## src/rtl/alarm_clock_multi.sv

```systemverilog
// Multi-alarm clock: sec/min/hr/day timekeeping on a 1 Hz tick enable, NUM_ALARMS alarms and a ring/snooze FSM.
// Optional macro ALARM_DAYMASK_EN adds a per-alarm, per-day enable input.
module alarm_clock_multi #(
    parameter int NS             = 60,
    parameter int NM             = 60,
    parameter int NH             = 24,
    parameter int ND             = 7,
    parameter int NUM_ALARMS     = 4,
    parameter int SNOOZE_MIN     = 9,
    parameter int RING_TIMEOUT_S = 300,
    parameter int AW             = $clog2(NUM_ALARMS)
) (
    input  logic                  clk,
    input  logic                  rst_n,
    input  logic                  tick,
    input  logic                  timeset,
    input  logic                  alarmset,
    input  logic                  minadv,
    input  logic                  hrsadv,
    input  logic                  dayadv,
    input  logic [AW-1:0]         alarm_sel,
    input  logic [NUM_ALARMS-1:0] alarm_on,
    input  logic                  snooze,
    input  logic                  dismiss,
`ifdef ALARM_DAYMASK_EN
    input  logic [NUM_ALARMS*ND-1:0] alarm_daymask,
`endif
    output logic [6:0]            tsec,
    output logic [6:0]            tmin,
    output logic [6:0]            thrs,
    output logic [2:0]            tday,
    output logic [6:0]            amin,
    output logic [6:0]            ahrs,
    output logic                  buzz,
    output logic [AW-1:0]         active_idx,
    output logic                  snoozing,
    output logic [1:0]            fsm_state
);

    localparam int RW = $clog2(RING_TIMEOUT_S + 1);
    localparam int SW = $clog2(SNOOZE_MIN * NS + 1);
    localparam logic [RW-1:0] RING_LAST = RW'(RING_TIMEOUT_S - 1);
    localparam logic [SW-1:0] SNZ_LOAD  = SW'(SNOOZE_MIN * NS);

    typedef enum logic [1:0] {
        IDLE    = 2'd0,
        RINGING = 2'd1,
        SNOOZE  = 2'd2
    } state_t;

    state_t          state;
    logic            tick_d;
    logic [6:0]      al_min [NUM_ALARMS];
    logic [6:0]      al_hr  [NUM_ALARMS];
    logic [RW-1:0]   ring_ct;
    logic [SW-1:0]   snz_ct;
    logic            trig;
    logic [AW-1:0]   trig_idx;
    logic            active_armed;
    logic [NUM_ALARMS-1:0] day_en;

    function automatic logic [6:0] inc_mod(input logic [6:0] v, input int n);
        return (v == 7'(n - 1)) ? 7'd0 : v + 7'd1;
    endfunction

    assign fsm_state = state;

    // Timekeeping and alarm settings; everything moves only on a tick.
    always_ff @(posedge clk or negedge rst_n) begin
        if (!rst_n) begin
            tick_d <= 1'b0;
            tsec   <= '0;
            tmin   <= '0;
            thrs   <= '0;
            tday   <= '0;
            for (int i = 0; i < NUM_ALARMS; i++) begin
                al_min[i] <= '0;
                al_hr[i]  <= '0;
            end
        end else begin
            tick_d <= tick;
            if (tick) begin
                if (timeset) begin
                    if (minadv) tmin <= inc_mod(tmin, NM);
                    if (hrsadv) thrs <= inc_mod(thrs, NH);
                    if (dayadv) tday <= (tday == 3'(ND - 1)) ? 3'd0 : tday + 3'd1;
                end else begin
                    tsec <= inc_mod(tsec, NS);
                    if (tsec == 7'(NS - 1)) begin
                        tmin <= inc_mod(tmin, NM);
                        if (tmin == 7'(NM - 1)) begin
                            thrs <= inc_mod(thrs, NH);
                            if (thrs == 7'(NH - 1))
                                tday <= (tday == 3'(ND - 1)) ? 3'd0 : tday + 3'd1;
                        end
                    end
                    if (alarmset) begin
                        for (int i = 0; i < NUM_ALARMS; i++) begin
                            if (AW'(i) == alarm_sel) begin
                                if (minadv) al_min[i] <= inc_mod(al_min[i], NM);
                                if (hrsadv) al_hr[i]  <= inc_mod(al_hr[i], NH);
                            end
                        end
                    end
                end
            end
        end
    end

    // Compare one clk after the tick so the freshly updated time is used; lowest index wins.
    always_comb begin
        trig         = 1'b0;
        trig_idx     = '0;
        active_armed = 1'b0;
        day_en       = '1;
        amin         = '0;
        ahrs         = '0;
`ifdef ALARM_DAYMASK_EN
        for (int i = 0; i < NUM_ALARMS; i++)
            day_en[i] = alarm_daymask[i*ND + int'(tday)];
`endif
        for (int i = NUM_ALARMS - 1; i >= 0; i--) begin
            if (tick_d && !timeset && tsec == 7'd0 && alarm_on[i] && day_en[i] &&
                al_min[i] == tmin && al_hr[i] == thrs) begin
                trig     = 1'b1;
                trig_idx = AW'(i);
            end
        end
        for (int i = 0; i < NUM_ALARMS; i++) begin
            if (AW'(i) == active_idx) active_armed = alarm_on[i];
            if (AW'(i) == alarm_sel) begin
                amin = al_min[i];
                ahrs = al_hr[i];
            end
        end
    end

    // Ring/snooze control. Priority: dismiss > disarm > snooze/preempt > timeout/expiry.
    always_ff @(posedge clk or negedge rst_n) begin
        if (!rst_n) begin
            state      <= IDLE;
            buzz       <= 1'b0;
            snoozing   <= 1'b0;
            active_idx <= '0;
            ring_ct    <= '0;
            snz_ct     <= '0;
        end else begin
            case (state)
                IDLE: begin
                    if (trig) begin
                        state      <= RINGING;
                        buzz       <= 1'b1;
                        snoozing   <= 1'b0;
                        active_idx <= trig_idx;
                        ring_ct    <= '0;
                    end
                end
                RINGING: begin
                    if (dismiss || !active_armed) begin
                        state    <= IDLE;
                        buzz     <= 1'b0;
                        snoozing <= 1'b0;
                    end else if (snooze) begin
                        state    <= SNOOZE;
                        buzz     <= 1'b0;
                        snoozing <= 1'b1;
                        snz_ct   <= SNZ_LOAD;
                    end else if (tick) begin
                        if (ring_ct == RING_LAST) begin
                            state <= IDLE;
                            buzz  <= 1'b0;
                        end else begin
                            ring_ct <= ring_ct + RW'(1);
                        end
                    end
                end
                SNOOZE: begin
                    if (dismiss || !active_armed) begin
                        state    <= IDLE;
                        buzz     <= 1'b0;
                        snoozing <= 1'b0;
                    end else if (trig) begin
                        state      <= RINGING;
                        buzz       <= 1'b1;
                        snoozing   <= 1'b0;
                        active_idx <= trig_idx;
                        ring_ct    <= '0;
                    end else if (tick) begin
                        if (snz_ct < SW'(2)) begin
                            state    <= RINGING;
                            buzz     <= 1'b1;
                            snoozing <= 1'b0;
                            ring_ct  <= '0;
                        end else begin
                            snz_ct <= snz_ct - SW'(1);
                        end
                    end
                end
                default: begin
                    state    <= IDLE;
                    buzz     <= 1'b0;
                    snoozing <= 1'b0;
                end
            endcase
        end
    end

endmodule

```

## config.mk

```make
export PLATFORM = sky130hd
export DESIGN_NAME = alarm_clock_multi
export DESIGN_NICKNAME = d
export VERILOG_FILES = /design/src/rtl/alarm_clock_multi.sv
export SDC_FILE = /design/constraint.sdc
export NUM_CORES = 1
export LEC_CHECK = 0
export ABC_CLOCK_PERIOD_IN_PS = 4200
export CORE_ASPECT_RATIO = 1.25
export CORE_UTILIZATION = 40
export CTS_BUF_LIST = sky130_fd_sc_hd__clkbuf_4 sky130_fd_sc_hd__clkbuf_8
export DETAILED_ROUTE_END_ITERATION = 10
export PLACE_DENSITY = 0.64
export REMOVE_ABC_BUFFERS = 1
export SYNTH_ARGS = -nofsm -noshare
export SYNTH_HDL_FRONTEND = slang
export SYNTH_SLANG_ARGS = --single-unit
```

## constraint.sdc

```tcl
create_clock -name clk -period 4.2 [get_ports clk]
set_input_delay 0.84 -clock clk [delete_from_list [all_inputs] [get_ports clk]]
set_output_delay 0.84 -clock clk [all_outputs]
set_load 0.02 [all_outputs]
```

Yosys cells after proc, flatten, opt, wreduce, memory -nomap -nowiden
Cells that the tools add are included.
{"block": "op_classes", "n_eq_ne": 49, "order_cmp": 1, "n_mux": 92, "reduce_logical": 44, "n_bitwise": 1, "addsub": 14}
{"cell": "2-to-1 mux 7 bit", "count": 26}
{"cell": "2-to-1 mux 9 bit", "count": 9}
{"cell": "adder 7 x 1 -> 7 bit (second input constant)", "count": 11}
{"cell": "2-to-1 mux 10 bit", "count": 6}
{"cell": "== test 7 bit", "count": 8}
{"cell": "AND reduction 5 bit", "count": 10}
{"cell": "== test 7 x 6 -> 1 bit (second input constant)", "count": 6}
{"cell": "== test 7 x 5 -> 1 bit (second input constant)", "count": 5}
{"cell": "2-to-1 mux 2 bit", "count": 15}
{"cell": "case mux 9 bit (3 select lines)", "count": 1}
{"cell": "2-to-1 mux 1 bit", "count": 24}
{"cell": "inequality test 2 bit (second input constant)", "count": 10}
{"cell": "case mux 10 bit (2 select lines)", "count": 1}
{"cell": "2-to-1 mux 3 bit", "count": 6}
{"cell": "inequality test 4 bit (second input constant)", "count": 4}
{"cell": "logical AND 1 bit", "count": 14}
{"cell": "less-than comparator 10 x 2 -> 1 bit (second input constant)", "count": 1}
{"cell": "nonzero test 2 bit", "count": 5}
{"cell": "subtractor 10 x 1 -> 10 bit (second input constant)", "count": 1}
{"cell": "adder 9 x 1 -> 9 bit (second input constant)", "count": 1}
{"cell": "== test 9 bit (second input constant)", "count": 1}
{"cell": "inequality test 3 bit (second input constant)", "count": 3}
{"cell": "AND reduction 9 bit", "count": 1}
{"cell": "== test 2 bit (first input constant)", "count": 4}
{"cell": "other kinds (19)", "count": 28}
{"block": "word_totals", "output_inout_bits": 44, "wordCells": 220, "reg_bits": 106, "inputBits": 16}

Longest topological paths before layout
{"block": "logic_depth", "word_depth": 13, "mapped_depth": 8, "depth_no_buf": 7}

Worst setup path after synthesis
No wires, ideal clock.
{"block": "synth_path", "path_kind": "in2out", "start": "input port alarm_sel[1]", "end": "output port ahrs[3]", "path_buffers": 2, "arrival_time_ns": 2.176, "required_ns": 3.360, "stages": 3, "slack_ns": 1.184, "cell_sequence": "clkbuf_1 -> buf_2 -> mux4_2"}
{"block": "synth_between", "elab_chain_len": 5, "word_cells_on_any_way": 8, "classes_between": "eq/ne: 3; mux: 4; reduce/logical: 1"}
{"item": "from (decl)", "line": "21", "text": "input logic [AW-1:0] alarm_sel,"}
{"item": "zero test 2 bit", "line": "131", "text": "if (AW'(i) == alarm_sel) begin"}
{"item": "2-to-1 mux 7 bit (3 in a row)", "line": "131"}
{"item": "2-to-1 mux 7 bit (*)", "line": "131"}
{"item": "to (decl)", "line": "33", "text": "output logic [6:0] ahrs,"}
Mark *: on every way between the ends. The rest lies on a longest branch, timed or not.

Final worst setup path
{"block": "layout_path", "start": "input port alarm_sel[1]", "end": "output port amin[0]"}
{"block": "layout_between", "elab_chain_len": 5, "word_cells_on_any_way": 8, "classes_between": "eq/ne: 3; mux: 4; reduce/logical: 1"}
{"item": "zero test 2 bit", "line": "131"}
{"item": "2-to-1 mux 7 bit (3 in a row)", "line": "131"}
{"item": "2-to-1 mux 7 bit (*)", "line": "131"}
{"item": "to (decl)", "line": "32", "text": "output logic [6:0] amin,"}
Marks and branches as above.

==> results.txt <==
GR Util All Layers: 22.05%
Most common cell in the netlist: dfrtp_1
Die height: 146.0 um
Antenna Violating Nets Remaining: 0
First-pass GRT wire length: 28630 um
Num CTS Buffers: 9
R2r worst-path depth: 6
Tmin final: 3.537 ns
FILL cells: 1512
Die area: 0.01710 mm2
Core area: 0.01620 mm2
Worst Setup Start Kind: input port
Sw Pwr: 1.277 mW
CTS Sinks: 106
Seq/Total Area, Yosys: 40.00%
Via count: 5631
Setup bufs post-CTS: 0
Final setup TNS: 0 ns
Slew headroom: 42.91%
Top Ports: 60
Post-synth top area cell: dfrtp_1
Worst Setup End Kind: output port
Clock Power Share: 20.6%
CP most frequent cell: clkdlybuf4s50_1
Cells after Synth: 695
Worst-path clk slew: 0.10 ns
RSZ-0062 raised after global routing: false
Port Buffers: 59
Comb pwr share: 33.4%
Max Clock Skew: 0.01047 ns
Final slew viol count: 0
Pwr Density: 434.4 mW/mm2
Synth Area per Inst: 9.542 um2
Hold slack: 0.4663 ns
Post-CTS resize count: 0
Row cnt: 52
Slowest-stage cell, CP: clkdlybuf4s50_1
Pin count of the biggest net entering global routing: 51
VDD IR-drop max: 279.6 uV
Final HPWL DP: 13400 um
FMAX: 282.7 MHz
CTS HTree Levels: 3
DR iter-0 viols: 371
DRC: 0
Final wirelength: 17890 um
DR WL/cell: 18.75 um
Initial Util: 40.93%
Worst Path Arrival: 2.70 ns
Top area cells in the synthesized netlist: dfrtp_1 (40%), xnor2_1 (10%), mux4_2 (5.1%)
Post-synth top area share: 40.00%
WS Path Type: input port to output port
Synth warnings: 0
Synth-to-Final Area Change: 13.79%
Leakage: 3.009 nW
Nets: 763
Netlist cell types: 53
Crit-path cells: clkdlybuf4s50_1, buf_4, mux4_2, clkdlybuf4s50_1
Vias in the first global route: 5434
Die width: 117.2 um
Final setup viols: 0
Max-cap violation count: 0
Clock Latency Late Sink: 0.39 ns
Status: finished, final reports clean
Root buffer cell: clkbuf_8
DRT Pass-1 Iters: 5
Tightest Hold Check Type: input port to async pin
CTS tree: yes
Clk buf depth: 2
Yosys reg bits: 106
Switching share of total power: 38.96%
GRT Residual Overflow: 0
Internal power: 2.001 mW
Final Hold Viols: 0
Initial antenna violation count: 0
Cell Area, Synth: 0.006631 mm2
# diodes: 0
Setup WS pre-CTS: 0.6631 ns
GPL Wtd Cong: 0.9580
Via-to-Cell Ratio: 5.903
Number of synthesized flops with an enable pin: 0
Max FO, Critical Path: 15
Reg power frac: 46.0%
CP required: 3.36 ns
Cts-stage hold buffer count: 0
Crit-path max cell delay: 0.56 ns
Async set-reset flop share out of synthesis: 100.0%
Final WS setup: 0.6626 ns
Layout cell share with drive strength beyond 1: 7.995%
Tcrit/Tclk final: 84.22%
Slew @ Worst Pin: 0.8454 ns
Synth cell count leaders: dfrtp_1 (106), xnor2_1 (79), nand2_1 (65), nor2_1 (53), nand4_1 (48)
Top_reg_cell synth: dfrtp_1
[state kept, by name, summed over array words and instances (netlist names)]
name,cells
al_hr,28
al_min,28
snz_ct,10
ring_ct,9
thrs,7
tmin,7
tsec,7
tday,3
active_idx,2
fsm_state,2
buzz,1
snoozing,1
tick_d,1
[layer usage]
| layer | part of all wire (%) | track usage (%) | vias up |
|---|---|---|---|
| li1 | - | - | 2604 |
| met1 | 43 | 29.26 | 2784 |
| met2 | 50 | 35.97 | 214 |
| met3 | 5.6 | 2.915 | 29 |
| met4 | 2.0 | 8.861 | 0 |
| met5 | 0 | 0 | - |
[worst max-delay path: cells and delay by family]
family	cells	cell delay (ns)
muxes	1	0.55
buffers and inverters	3	1.30
[power groups by stage]
| stage | combinational [mW] | sequential (mW) | clock, mW |
|---|---|---|---|
| after floorplan | 0.616 | 1.50 | 0 |
| after global placement | 1.05 | 1.51 | 0 |
| after detailed placement | 1.09 | 1.52 | 0 |
| after CTS | 1.10 | 1.50 | 0.693 |
| after global routing | 1.19 | 1.53 | 0.732 |
| final | 1.10 | 1.51 | 0.674 |
[stage by stage]
step           instance area, um2  power (mW)  cells  util, %
3_5_place_dp                 7338       2.612    938    45.30
3_3_place_gp                 7338       2.566    938    45.30
5_1_grt                      7546       3.457    954    46.58
2_1_floorplan                6427       2.112    656        -
6_report                     7546       3.278    954    46.58
4_1_cts                      7546       3.292    954    46.58
[final timing paths]
path                       slack [ns]                      to                    from
max                              0.66                 amin[0]            alarm_sel[1]
min                              0.47     tday[2]$_DFFE_PN0P_                   rst_n
max reg2reg                      1.36   snz_ct[4]$_DFFE_PN0P_     thrs[3]$_DFFE_PN0P_
min reg2reg                      0.48  ring_ct[8]$_DFFE_PN0P_  ring_ct[8]$_DFFE_PN0P_
max in group asynchronous        2.82    al_hr[9]$_DFFE_PN0P_                   rst_n
min in group clk                 0.48  ring_ct[8]$_DFFE_PN0P_  ring_ct[8]$_DFFE_PN0P_
[cell families (layout without fill, tap and decap cells)]
logic type,Yosys count,in the layout,share of synthesized area [%]
buffers and inverters,53,96,3.868
adders and majority gates,14,14,2.642
and+or+nand+nor,289,289,23.04
xor gates and xnor gates,91,91,12.02
DFF,106,106,40.00
muxes,34,34,8.264
AOI/OAI and AO/OA,108,108,10.17
[cell type report]
cell class / instances / area (um2) / share of cell area [%]
multi-input cells: 536 / 3722 / 49.33
flip-flops and latches: 106 / 2653 / 35.15
repair buffers: 66 / 640.6 / 8.489
well taps: 216 / 270.3 / 3.581
clock buffers: 11 / 145.1 / 1.923
clock inverters: 5 / 62.56 / 0.8290
inverters: 14 / 52.55 / 0.6964
[placed cells by master (no fill, tap or decap), types with 7 or more instances in the layout]
cell and count:
nand2_1 65, nand3_1 26, xnor2_1 79, clkdlybuf4s50_1 58, nand2b_1 7, xor2_1 12, nor2_1 53, or3_1 11
a31oi_1 15, nor4_1 12, a21oi_1 19, mux4_2 15, mux2_2 16, a21o_1 7, inv_1 14, nand4_1 48
and3_1 21, o21ai_0 37, buf_4 8, clkbuf_8 10, dfrtp_1 106, nor3_1 15, ha_1 14, nor2b_1 7
No activity file was read; power rests on OpenSTA's default activity.
